$ cat config.mk
export PLATFORM = sky130hd
export DESIGN_NAME = cpu_control_sequencer
export DESIGN_NICKNAME = d
export VERILOG_FILES = /design/src/rtl/cpu_control_sequencer.sv
export SDC_FILE = /design/constraint.sdc
export NUM_CORES = 1
export LEC_CHECK = 0
export CAP_MARGIN = 5
export CELL_PAD_IN_SITES_DETAIL_PLACEMENT = 1
export CELL_PAD_IN_SITES_GLOBAL_PLACEMENT = 1
export CORE_MARGIN = 2
export CORE_UTILIZATION = 25
export CTS_CLUSTER_DIAMETER = 150
export CTS_CLUSTER_SIZE = 20
export DETAILED_ROUTE_END_ITERATION = 12
export PLACE_DENSITY_LB_ADDON = 0.05
export SYNTH_ARGS = -nofsm -noshare
export SYNTH_HDL_FRONTEND = slang
export SYNTH_SLANG_ARGS = --single-unit
export TNS_END_PERCENT = 5
$ cat constraint.sdc
create_clock -name clk -period 1.4 [get_ports clk]
set_input_delay 0.21 -clock clk [delete_from_list [all_inputs] [get_ports clk]]
set_output_delay 0.21 -clock clk [all_outputs]
set_load 0.02 [all_outputs]
$ cat src/rtl/cpu_control_sequencer.sv
// Microcode sequencer for the 8-bit CPU: T-state counter plus combinational control decode.
// Optional single-step gating is enabled by defining SINGLE_STEP_EN.
module cpu_control_sequencer #(
    parameter int         OP_W   = 4,
    parameter int         T_W    = 3,
    parameter logic [3:0] HLT_OP = 4'hF
) (
    input  logic            clk,
    input  logic            rstn,
    input  logic [OP_W-1:0] ir_op,
    input  logic            flag_c,
    input  logic            flag_z,
`ifdef SINGLE_STEP_EN
    input  logic            step_mode,
    input  logic            step,
`endif
    output logic [T_W-1:0]  tstate,
    output logic            halt,
    output logic            pc_oe,
    output logic            pc_inc,
    output logic            pc_we,
    output logic            mar_we,
    output logic            ram_oe,
    output logic            ram_we,
    output logic            ir_oe,
    output logic            ir_we,
    output logic            a_oe,
    output logic            a_we,
    output logic            b_we,
    output logic            alu_oe,
    output logic            alu_sub,
    output logic            flags_we,
    output logic            out_we
);

    typedef enum logic [T_W-1:0] {T0, T1, T2, T3, T4} tstate_t;

    tstate_t state_reg, state_next;
    logic    halt_reg;
    logic    halt_set;
    logic    last_step;
    logic    illegal;
    logic    adv;

`ifdef SINGLE_STEP_EN
    assign adv = !step_mode || step;
`else
    assign adv = 1'b1;
`endif

    always_ff @(posedge clk or negedge rstn) begin
        if (!rstn) begin
            state_reg <= T0;
            halt_reg  <= 1'b0;
        end else begin
            state_reg <= state_next;
            halt_reg  <= halt_reg | halt_set;
        end
    end

    always_comb begin
        pc_oe = 1'b0; pc_inc = 1'b0; pc_we = 1'b0; mar_we = 1'b0;
        ram_oe = 1'b0; ram_we = 1'b0; ir_oe = 1'b0; ir_we = 1'b0;
        a_oe = 1'b0; a_we = 1'b0; b_we = 1'b0; alu_oe = 1'b0;
        alu_sub = 1'b0; flags_we = 1'b0; out_we = 1'b0;
        halt_set   = 1'b0;
        last_step  = 1'b0;
        illegal    = 1'b0;
        state_next = state_reg;

        // Controls are suppressed during reset and once halted, whatever tstate decodes to.
        if (rstn && !halt_reg) begin
            case (state_reg)
                T0: begin
                    pc_oe = 1'b1; mar_we = 1'b1;
                end
                T1: begin
                    ram_oe = 1'b1; ir_we = 1'b1; pc_inc = 1'b1;
                    case (ir_op)
                        4'd1, 4'd2, 4'd3, 4'd4, 4'd5, 4'd6,
                        4'd7, 4'd8, 4'hE, 4'hF: last_step = 1'b0;
                        default:                 last_step = 1'b1;
                    endcase
                end
                T2: begin
                    if (ir_op == HLT_OP) begin
                        halt_set  = 1'b1;
                        last_step = 1'b1;
                    end else begin
                        case (ir_op)
                            4'd1, 4'd2, 4'd3, 4'd4: begin ir_oe = 1'b1; mar_we = 1'b1; end
                            4'd5: begin ir_oe = 1'b1; a_we = 1'b1; last_step = 1'b1; end
                            4'd6: begin ir_oe = 1'b1; pc_we = 1'b1; last_step = 1'b1; end
                            4'd7: begin ir_oe = 1'b1; pc_we = flag_c; last_step = 1'b1; end
                            4'd8: begin ir_oe = 1'b1; pc_we = flag_z; last_step = 1'b1; end
                            4'hE: begin a_oe = 1'b1; out_we = 1'b1; last_step = 1'b1; end
                            default: last_step = 1'b1;
                        endcase
                    end
                end
                T3: begin
                    case (ir_op)
                        4'd1:       begin ram_oe = 1'b1; a_we = 1'b1; last_step = 1'b1; end
                        4'd2, 4'd3: begin ram_oe = 1'b1; b_we = 1'b1; end
                        4'd4:       begin a_oe = 1'b1; ram_we = 1'b1; last_step = 1'b1; end
                        default:    last_step = 1'b1;
                    endcase
                end
                T4: begin
                    last_step = 1'b1;
                    if (ir_op == 4'd2 || ir_op == 4'd3) begin
                        alu_oe = 1'b1; a_we = 1'b1; flags_we = 1'b1;
                        alu_sub = (ir_op == 4'd3);
                    end
                end
                default: illegal = 1'b1;
            endcase
        end

        // Writes and the halt set only take effect in a cycle that actually advances.
        if (!adv) begin
            pc_inc = 1'b0; pc_we = 1'b0; mar_we = 1'b0; ram_we = 1'b0; ir_we = 1'b0;
            a_we = 1'b0; b_we = 1'b0; flags_we = 1'b0; out_we = 1'b0; halt_set = 1'b0;
        end

        if (halt_reg || illegal)
            state_next = T0;
        else if (adv)
            state_next = last_step ? T0 : tstate_t'(state_reg + 1'b1);
    end

    assign tstate = state_reg;
    assign halt   = halt_reg;

endmodule

==> flow_summary.ini, run 1 <==
[run_status]
status = finished with violations
violations = negative setup slack

[power]
p_int_mw = 0.279
leakage_nw = 0.613
power_frac_clock = 0.433
ir_drop_mv = 0.350
power.density_nw_per_um2 = 308
p_sw_mw = 0.116
sw_frac_of_total = 0.294
comb_power_share = 0.274
seqPwrFrac = 0.293

[synthesis]
synthesis.nets = 91
synth_cell_types = 36
ys_ff_latch = 4
async_reset_ff_frac = 1.00
syn_inst = 78
seq_area_frac_synth = 0.170
synth-edff-count = 0
synth_ff_type = dfrtp_1
netlist_area_um2 = 589
syn_area_per_cell_um2 = 7.56
ys_warn_count = 0

[critical_path]
crit_slowest_cell = dfrtp_2
worstPathRequired_ns = 1.19
crit_fanout = 4
path_class = flip-flop to output port
crit_chain = buf_4 -> ha_4 -> buf_4 -> nand3_2 -> o21ai_2 -> and3_1 -> buf_4
crit_path_max_incr_delay_ns = 0.44
arrival_ns = 1.64
r2r_cells = 6
start_kind = flip-flop
path_common_cell = buf_4
end_kind = output port

[global_routing]
grtUsageTotal = 0.196
antenna_found_initial = 0
overflow = 0
grt_pass1_vias = 890
grt_first_pass_wirelength_um = 4030
grt_max_degree = 8

[routing]
drt_iter0_drc = 7
routedWlPerCell_um = 14.4
routed_via_density = 4.83
dr.pass1.iters = 2
wl_um = 2420
drc = 0
route.vias.total = 811
ant_nets = 0

[cts]
cts.sinks = 4
cts_max_level = 1
cts_buffer_depth = 2
clockRootBuffer = clkbuf_4
clkTransAtPathRegs_ns = 0.05
worstSkewPairLatency_ns = 0.25
cts_tree = yes
cts_buffers = 3

[finish]
fin_nets = 154
final_cells = 168
synthToLayoutAreaGrowth_pct = 118
drive_gt1_frac = 0.671
largest_reg_flops = 3
final_cell_mix = buf_4 (47), nand2_1 (8), inv_1 (6)
layout_commonest_cell = buf_4
antenna_cells = 0

[die]
top_level_ports = 27
fp-row-count = 17
dieArea_um2 = 2760
start_util = 0.266
chipWidth_um = 52.6
dieHeight_um = 52.6
core_um2 = 2210

[sta]
grt_setup_unrepaired = true
whs_ns = 0.465
period_share = 1.32
fmax_mhz = 541
setup_violations = 18
period_minus_slack_ns = 1.85
fin_skew_ns = 0.00817
layout_setup_ws_ns = -0.450
worst_slew_pin_slew_ns = 0.484
finalHoldViolations = 0
slew_viol_final = 0
slew_headroom = 0.678

[run]
drv_cap = 0

[worst_hold_path]
hold_class = input pin to flip-flop
hold_path_depth = 4

[placement]
place.port_buffers = 26
hpwl_um = 1830
place.gp.congestion = 0.837
placed_cells = 160
worst paths after layout:
path	slack, ns	startpoint	endpoint
max in group asynchronous	0.61	rstn	halt
worst min-delay path	0.46	ir_op[3]	halt
worst max-delay path	-0.45	tstate[1]	a_oe
worst min register to register	0.65	tstate[0]	tstate[0]
min in group asynchronous	0.57	rstn	tstate[2]
worst max register to register	-0.36	tstate[0]	tstate[0]
metal layers:
metal,wire length (µm),GRT usage,part of all wire
met1,1190,0.271,0.49
met2,1160,0.323,0.48
met3,69,0.00857,0.029
met4,0,0.0641,0
met5,0,0,0
kinds of logic (layout without fill, tap and decap cells):
family | Yosys count | after routing | synth area share
AND/OR/NAND/NOR | 35 | 35 | 0.327
AO/OA/AOI/OAI | 18 | 18 | 0.253
buffers and inverters | 14 | 76 | 0.113
adder cells (fa/ha/maj) | 5 | 5 | 0.106
flip-flops | 4 | 4 | 0.170
XOR/XNOR | 1 | 1 | 0.0149
multiplexers | 1 | 1 | 0.0170
timing repair:
item | in CTS | in global routing
endpoints found under the hold margin | 0 | 4
hold buffers | 0 | 1
setup endpoints to repair | 22 | 20
resized for setup | 100 | 12
buffers inserted | 3 | 0
pin swaps | 8 | 4
per-stage QoR:
stage | TNS [ns] | cell area [µm²] | util | setup WS [ns] | power (mW)
after detailed placement | -14.56 | 1180 | 0.533 | -0.941 | 0.216
after global placement | -13.99 | 1180 | 0.533 | -0.890 | 0.214
after CTS | -5.71 | 1260 | 0.568 | -0.459 | 0.396
final | -5.51 | 1280 | 0.581 | -0.450 | 0.396
after floorplan | -2.66 | 677 | - | -0.326 | 0.152
after global routing | -6.82 | 1280 | 0.581 | -0.524 | 0.411
power by group through the flow:
stage | Combinational, mW | Clock (mW) | Sequential (mW)
after floorplan | 0.0338 | 0 | 0.118
after global placement | 0.0968 | 0 | 0.118
after detailed placement | 0.0981 | 0 | 0.118
after CTS | 0.104 | 0.176 | 0.116
after global routing | 0.117 | 0.178 | 0.116
final | 0.108 | 0.171 | 0.116
synth_stat cells, types with 3 or more instances:
master | number | area [µm²]
buf_4 | 3 | 22.5
dfrtp_1 | 4 | 100
ha_1 | 5 | 62.6
inv_1 | 9 | 33.8
nand2_1 | 11 | 41.3
nor2_1 | 5 | 18.8
nor3_1 | 4 | 20.0
o21ai_0 | 4 | 20.0
layout make-up:
class / count / area (µm²)
Clock buffer: 4 / 26.3
Fill cell: 264 / 927
Inverter: 9 / 38.8
Multi-Input combinational cell: 60 / 592
Sequential cell: 4 / 105
Tap cell: 28 / 35.0
Timing Repair Buffer: 63 / 488
critical path, delay by kind of cell, from the launching register on:
kind | cells | cell delay, ns
simple gates | 2 | 0.28
buf+inv | 3 | 0.46
flops | 1 | 0.44
fa+ha+maj | 1 | 0.15
compound gates | 1 | 0.06
(Power assumes the default switching activity.)
==> run 2: changes to the inputs <==
clock period = 1.7 ns   (was 1.4 ns; I/O delays follow)
==> run 2 against run 1 <==
The flow still finishes with violations (negative setup slack); flip-flop and latch count unchanged; final cell count increased by 0.60%; global-route usage increased by 0.55 points; worst setup slack improved by 0.24 ns; critical path type unchanged.
==> flow_summary.ini, run 2 (synthesized netlist as in run 1, its figures left out) <==
[critical_path]
start_kind = flip-flop
arrival_ns = 1.66
end_kind = output port
path_class = flip-flop to output port
worstPathRequired_ns = 1.44
crit_fanout = 4

[cts]
cts_buffer_depth = 2
cts_tree = yes
worstSkewPairLatency_ns = 0.24
clkTransAtPathRegs_ns = 0.04
cts.sinks = 4
cts_max_level = 1
cts_buffers = 3
postCtsHoldBufs = 0
clockRootBuffer = clkbuf_4

[placement]
dpl_cell_area_um2 = 1130
place.port_buffers = 26
hpwl_um = 1880
place.gp.congestion = 0.823

[global_routing]
antenna_found_initial = 0
grt_pass1_vias = 865
grt_first_pass_wirelength_um = 3970
grtUsageTotal = 0.201
overflow = 0
grt_max_degree = 9

[worst_hold_path]
hold_class = input pin to asynchronous set/reset pin

[sta]
worst_slew_pin_slew_ns = 0.415
whs_ns = 0.134
period_minus_slack_ns = 1.91
setup_tns_ns = -1.23
setup_violations = 11
period_share = 1.13
layout_setup_ws_ns = -0.213
fin_skew_ns = 0.00108
finalHoldViolations = 0
fmax_mhz = 523
slew_viol_final = 0
grt_setup_unrepaired = true
slew_headroom = 0.723

[power]
ir_drop_mv = 0.427
leakage_nw = 0.653
p_total_mw = 0.300
power.density_nw_per_um2 = 237

[finish]
final_core_util = 0.574
drive_gt1_frac = 0.624
layout_commonest_cell = buf_4
fin_area_um2 = 1270
synthToLayoutAreaGrowth_pct = 115
final_cell_mix = buf_4 (44), nand2_1 (9), buf_2 (9)
antenna_cells = 0
largest_reg_flops = 3
fin_nets = 156

[routing]
routed_via_density = 4.80
dr_wl_met2_um = 1370
drt-met1-wl_um = 1160
dr.max_layer_used = met4
drt_iter0_drc = 1
wl_um = 2640
route.vias.total = 812
dr.pass1.iters = 4
wl_met3_um = 70
ant_nets = 0
routedWlPerCell_um = 15.6
drc = 0

[run_status]
violations = negative setup slack
status = finished with violations

[run]
drv_cap = 0

[die]
dieHeight_um = 52.6
dieArea_um2 = 2760
chipWidth_um = 52.6
fp-row-count = 17
start_util = 0.266
top_level_ports = 27
core_um2 = 2210
## run 2: cell count changes in the layout (fill, tap and decap cells not counted), sizes merged
cell / previous run / this run
dlygate4sd3: 1 / 0
dlymetal6s2s: 2 / 3
clkdlybuf4s50: 2 / 3
buf: 52 / 54
clkbuf: 5 / 3
## run 2: where the power goes
group / switching [mW] / total, mW / internal [mW]
clock network: 0.0419 / 0.121 / 0.0792
logic: 0.0425 / 0.0837 / 0.0412
registers: 0 / 0.0957 / 0.0957
## run 2: final timing paths
kind	slack (ns)	from	endpoint	depth (start not counted)
max	-0.21	tstate[1]	a_we	6
min	0.13	rstn	halt	2
max reg2reg	-0.15	tstate[0]	tstate[0]	7
min reg2reg	0.75	tstate[0]	tstate[0]	3
max in group asynchronous	1.44	rstn	tstate[1]	2
min in group clk	0.71	ir_op[1]	halt	4
## run 2: per-layer routing
layer | up-vias | global-route usage
met5 | - | 0
met1 | 389 | 0.249
li1 | 402 | -
met2 | 17 | 0.350
met3 | 4 | 0.0171
met4 | 0 | 0.0897
## run 2: area by class of cell
class / count / area (µm²)
clock buffers: 3 / 22.5
fillers: 277 / 942
inverters: 9 / 33.8
multi-input cells: 60 / 577
flip-flops and latches: 4 / 104
well taps: 28 / 35.0
repair buffers: 65 / 498
## run 2: repair_timing
item                                    in CTS  in global routing
setup buffers                                2                  4
gates resized for setup                     91                 14
pin swaps                                    4                  2
endpoints found under the hold margin        0                  0
endpoints found under the setup margin      19                 21
## run 2: per-stage QoR
stage	worst slack [ns]	cells
floorplan	-0.125	78
global placement	-0.622	160
detailed placement	-0.651	160
CTS	-0.220	165
global route	-0.285	169
finish	-0.213	169
## run 2: worst max-delay path, cell delays in order (launching register included)
cell and delay [ns]:
dfrtp_2 0.44, buf_4 0.16, ha_4 0.17, buf_4 0.17, nor3_2 0.25, nor4_4 0.07
buf_4 0.17
==> run 3: changes to the inputs <==
PLACE_DENSITY_LB_ADDON = 0.1   (was 0.05)
==> run 3 against run 2 <==
The flow still finishes with violations (negative setup slack); non-clock buffer count is 2 lower; total power is 3.2% lower; register-to-register slack about the same; sequential share of layout area is 0.20 points lower; routed wire length is 2.4% lower; critical path type unchanged; first-iteration DRC count grew to 10 times the previous value; critical endpoint unchanged; die area unchanged; combinational power down 7.5%.
==> flow_summary.ini, run 3 (synthesized netlist as in run 1, its figures left out) <==
[routing]
wl_um = 2570
routedWlPerCell_um = 15.4
ant_nets = 0
routed_via_density = 4.74
dr.pass1.iters = 3
drt_iter0_drc = 10
route.vias.total = 791
drc = 0

[cts]
cts_max_level = 1
clkTransAtPathRegs_ns = 0.04
cts.sinks = 4
postCtsHoldBufs = 0
clockRootBuffer = clkbuf_4
worstSkewPairLatency_ns = 0.24
cts_buffer_depth = 2
cts_tree = yes
cts_buffers = 3

[finish]
synthToLayoutAreaGrowth_pct = 121
final_cells = 167
largest_reg_flops = 3
final_core_util = 0.588
fin_nets = 154
final_cell_mix = buf_4 (41), buf_6 (7), inv_1 (6), nand2_1 (6), clkdlybuf4s50_1 (5)
layout_commonest_cell = buf_4
antenna_cells = 0
fin_area_um2 = 1300
drive_gt1_frac = 0.633

[power]
comb_power_share = 0.266
seqPwrFrac = 0.329
sw_frac_of_total = 0.266
ir_drop_mv = 0.234
leakage_nw = 0.619
power_frac_clock = 0.405
p_sw_mw = 0.0775
p_int_mw = 0.213
power.density_nw_per_um2 = 224

[critical_path]
crit_chain = ha_4 -> ha_4 -> inv_2 -> o22ai_2 -> a32oi_2 -> nor4_4 -> buf_4
crit_slowest_cell = dfrtp_2
start_kind = flip-flop
end_kind = output port
crit_fanout = 4
reg2reg_to = tstate[2]
path_common_cell = ha_4
r2r_cells = 7
regToRegSetupSlack_ns = -0.14
worstPathRequired_ns = 1.44
arrival_ns = 1.63
crit_buf_inv = 2
r2r_start = tstate[1]
crit_path_max_incr_delay_ns = 0.44
path_class = flip-flop to output port
crit_family = flip-flops

[global_routing]
antenna_found_initial = 0
grt_max_degree = 11
grt_pass1_vias = 884
grt_first_pass_wirelength_um = 4060
grtUsageTotal = 0.204
overflow = 0

[die]
start_util = 0.266
core_um2 = 2210
dieHeight_um = 52.6
top_level_ports = 27
chipWidth_um = 52.6
dieArea_um2 = 2760
fp-row-count = 17

[sta]
slew_viol_final = 0
layout_setup_ws_ns = -0.180
grt_setup_unrepaired = true
fmax_mhz = 532
setup_violations = 15
period_share = 1.11
fin_skew_ns = 0.00221
worst_slew_pin_slew_ns = 0.448
slew_headroom = 0.701
setup_tns_ns = -1.37
period_minus_slack_ns = 1.88
finalHoldViolations = 0

[placement]
place.gp.congestion = 0.775
pre_cts_ws_ns = -0.623
place.port_buffers = 26
hpwl_um = 1940
placed_cells = 163
dpl_cell_area_um2 = 1150

[run_status]
violations = negative setup slack
status = finished with violations

[worst_hold_path]
hold_class = input pin to asynchronous set/reset pin

[run]
drv_cap = 0
-- run 3: changes by cell type in the layout (fill, tap and decap cells not counted), sizes merged --
| cell | change |
|---|---|
| dlygate4sd2 | -1 |
| dlymetal6s2s | -1 |
| clkdlybuf4s15 | +1 |
| buf | -3 |
| clkdlybuf4s50 | +2 |
-- run 3: per-stage QoR --
stage	hold WS, ns	total power, mW
global placement	0.579	0.173
detailed placement	0.603	0.174
CTS	0.0871	0.304
floorplan	-0.0406	0.125
global route	0.0921	0.317
finish	0.105	0.291
-- run 3: timing repair --
item,CTS,global route
setup endpoints to repair,18,20
buffers inserted,1,0
endpoints found under the hold margin,0,0
gates resized for setup,102,13
pin swaps,8,6
-- run 3: area by class of cell --
cell class | count | area (µm²)
inverters | 9 | 33.8
clock buffers | 3 | 22.5
flip-flops and latches | 4 | 104
fillers | 268 | 911
repair buffers | 63 | 523
well taps | 28 | 35.0
multi-input cells | 60 | 583
-- run 3: worst register-to-register path, stage by stage (launching register included) --
cell	delay, ns
dfrtp_2	0.41
inv_1	0.10
buf_4	0.15
ha_1	0.20
buf_4	0.16
nor4_4	0.29
a311oi_2	0.12
nor4b_2	0.31
-- run 3: metal layers --
layer	GRT usage	wire (µm)	vias up
met4	0.0897	11	0
met2	0.375	1360	17
met1	0.228	1120	375
met5	0	0	-
met3	0.0314	82	2
li1	-	-	397
-- run 3: power groups by stage --
stage | combinational, mW | sequential, mW | clock, mW
2_1_floorplan | 0.0279 | 0.0970 | 0
3_3_place_gp | 0.0762 | 0.0969 | 0
3_5_place_dp | 0.0775 | 0.0969 | 0
4_1_cts | 0.0779 | 0.0956 | 0.130
5_1_grt | 0.0834 | 0.0956 | 0.138
6_report | 0.0774 | 0.0957 | 0.118
-- run 3: worst max path at each step --
stage	from	end	cells past startpoint
finish	tstate[1]	a_we	7
global route	tstate[1]	a_we	7
CTS	tstate[1]	a_we	7
detailed placement	rstn	out_we	6
global placement	ir_op[3]	alu_sub	7
floorplan	tstate[2]	a_we	7
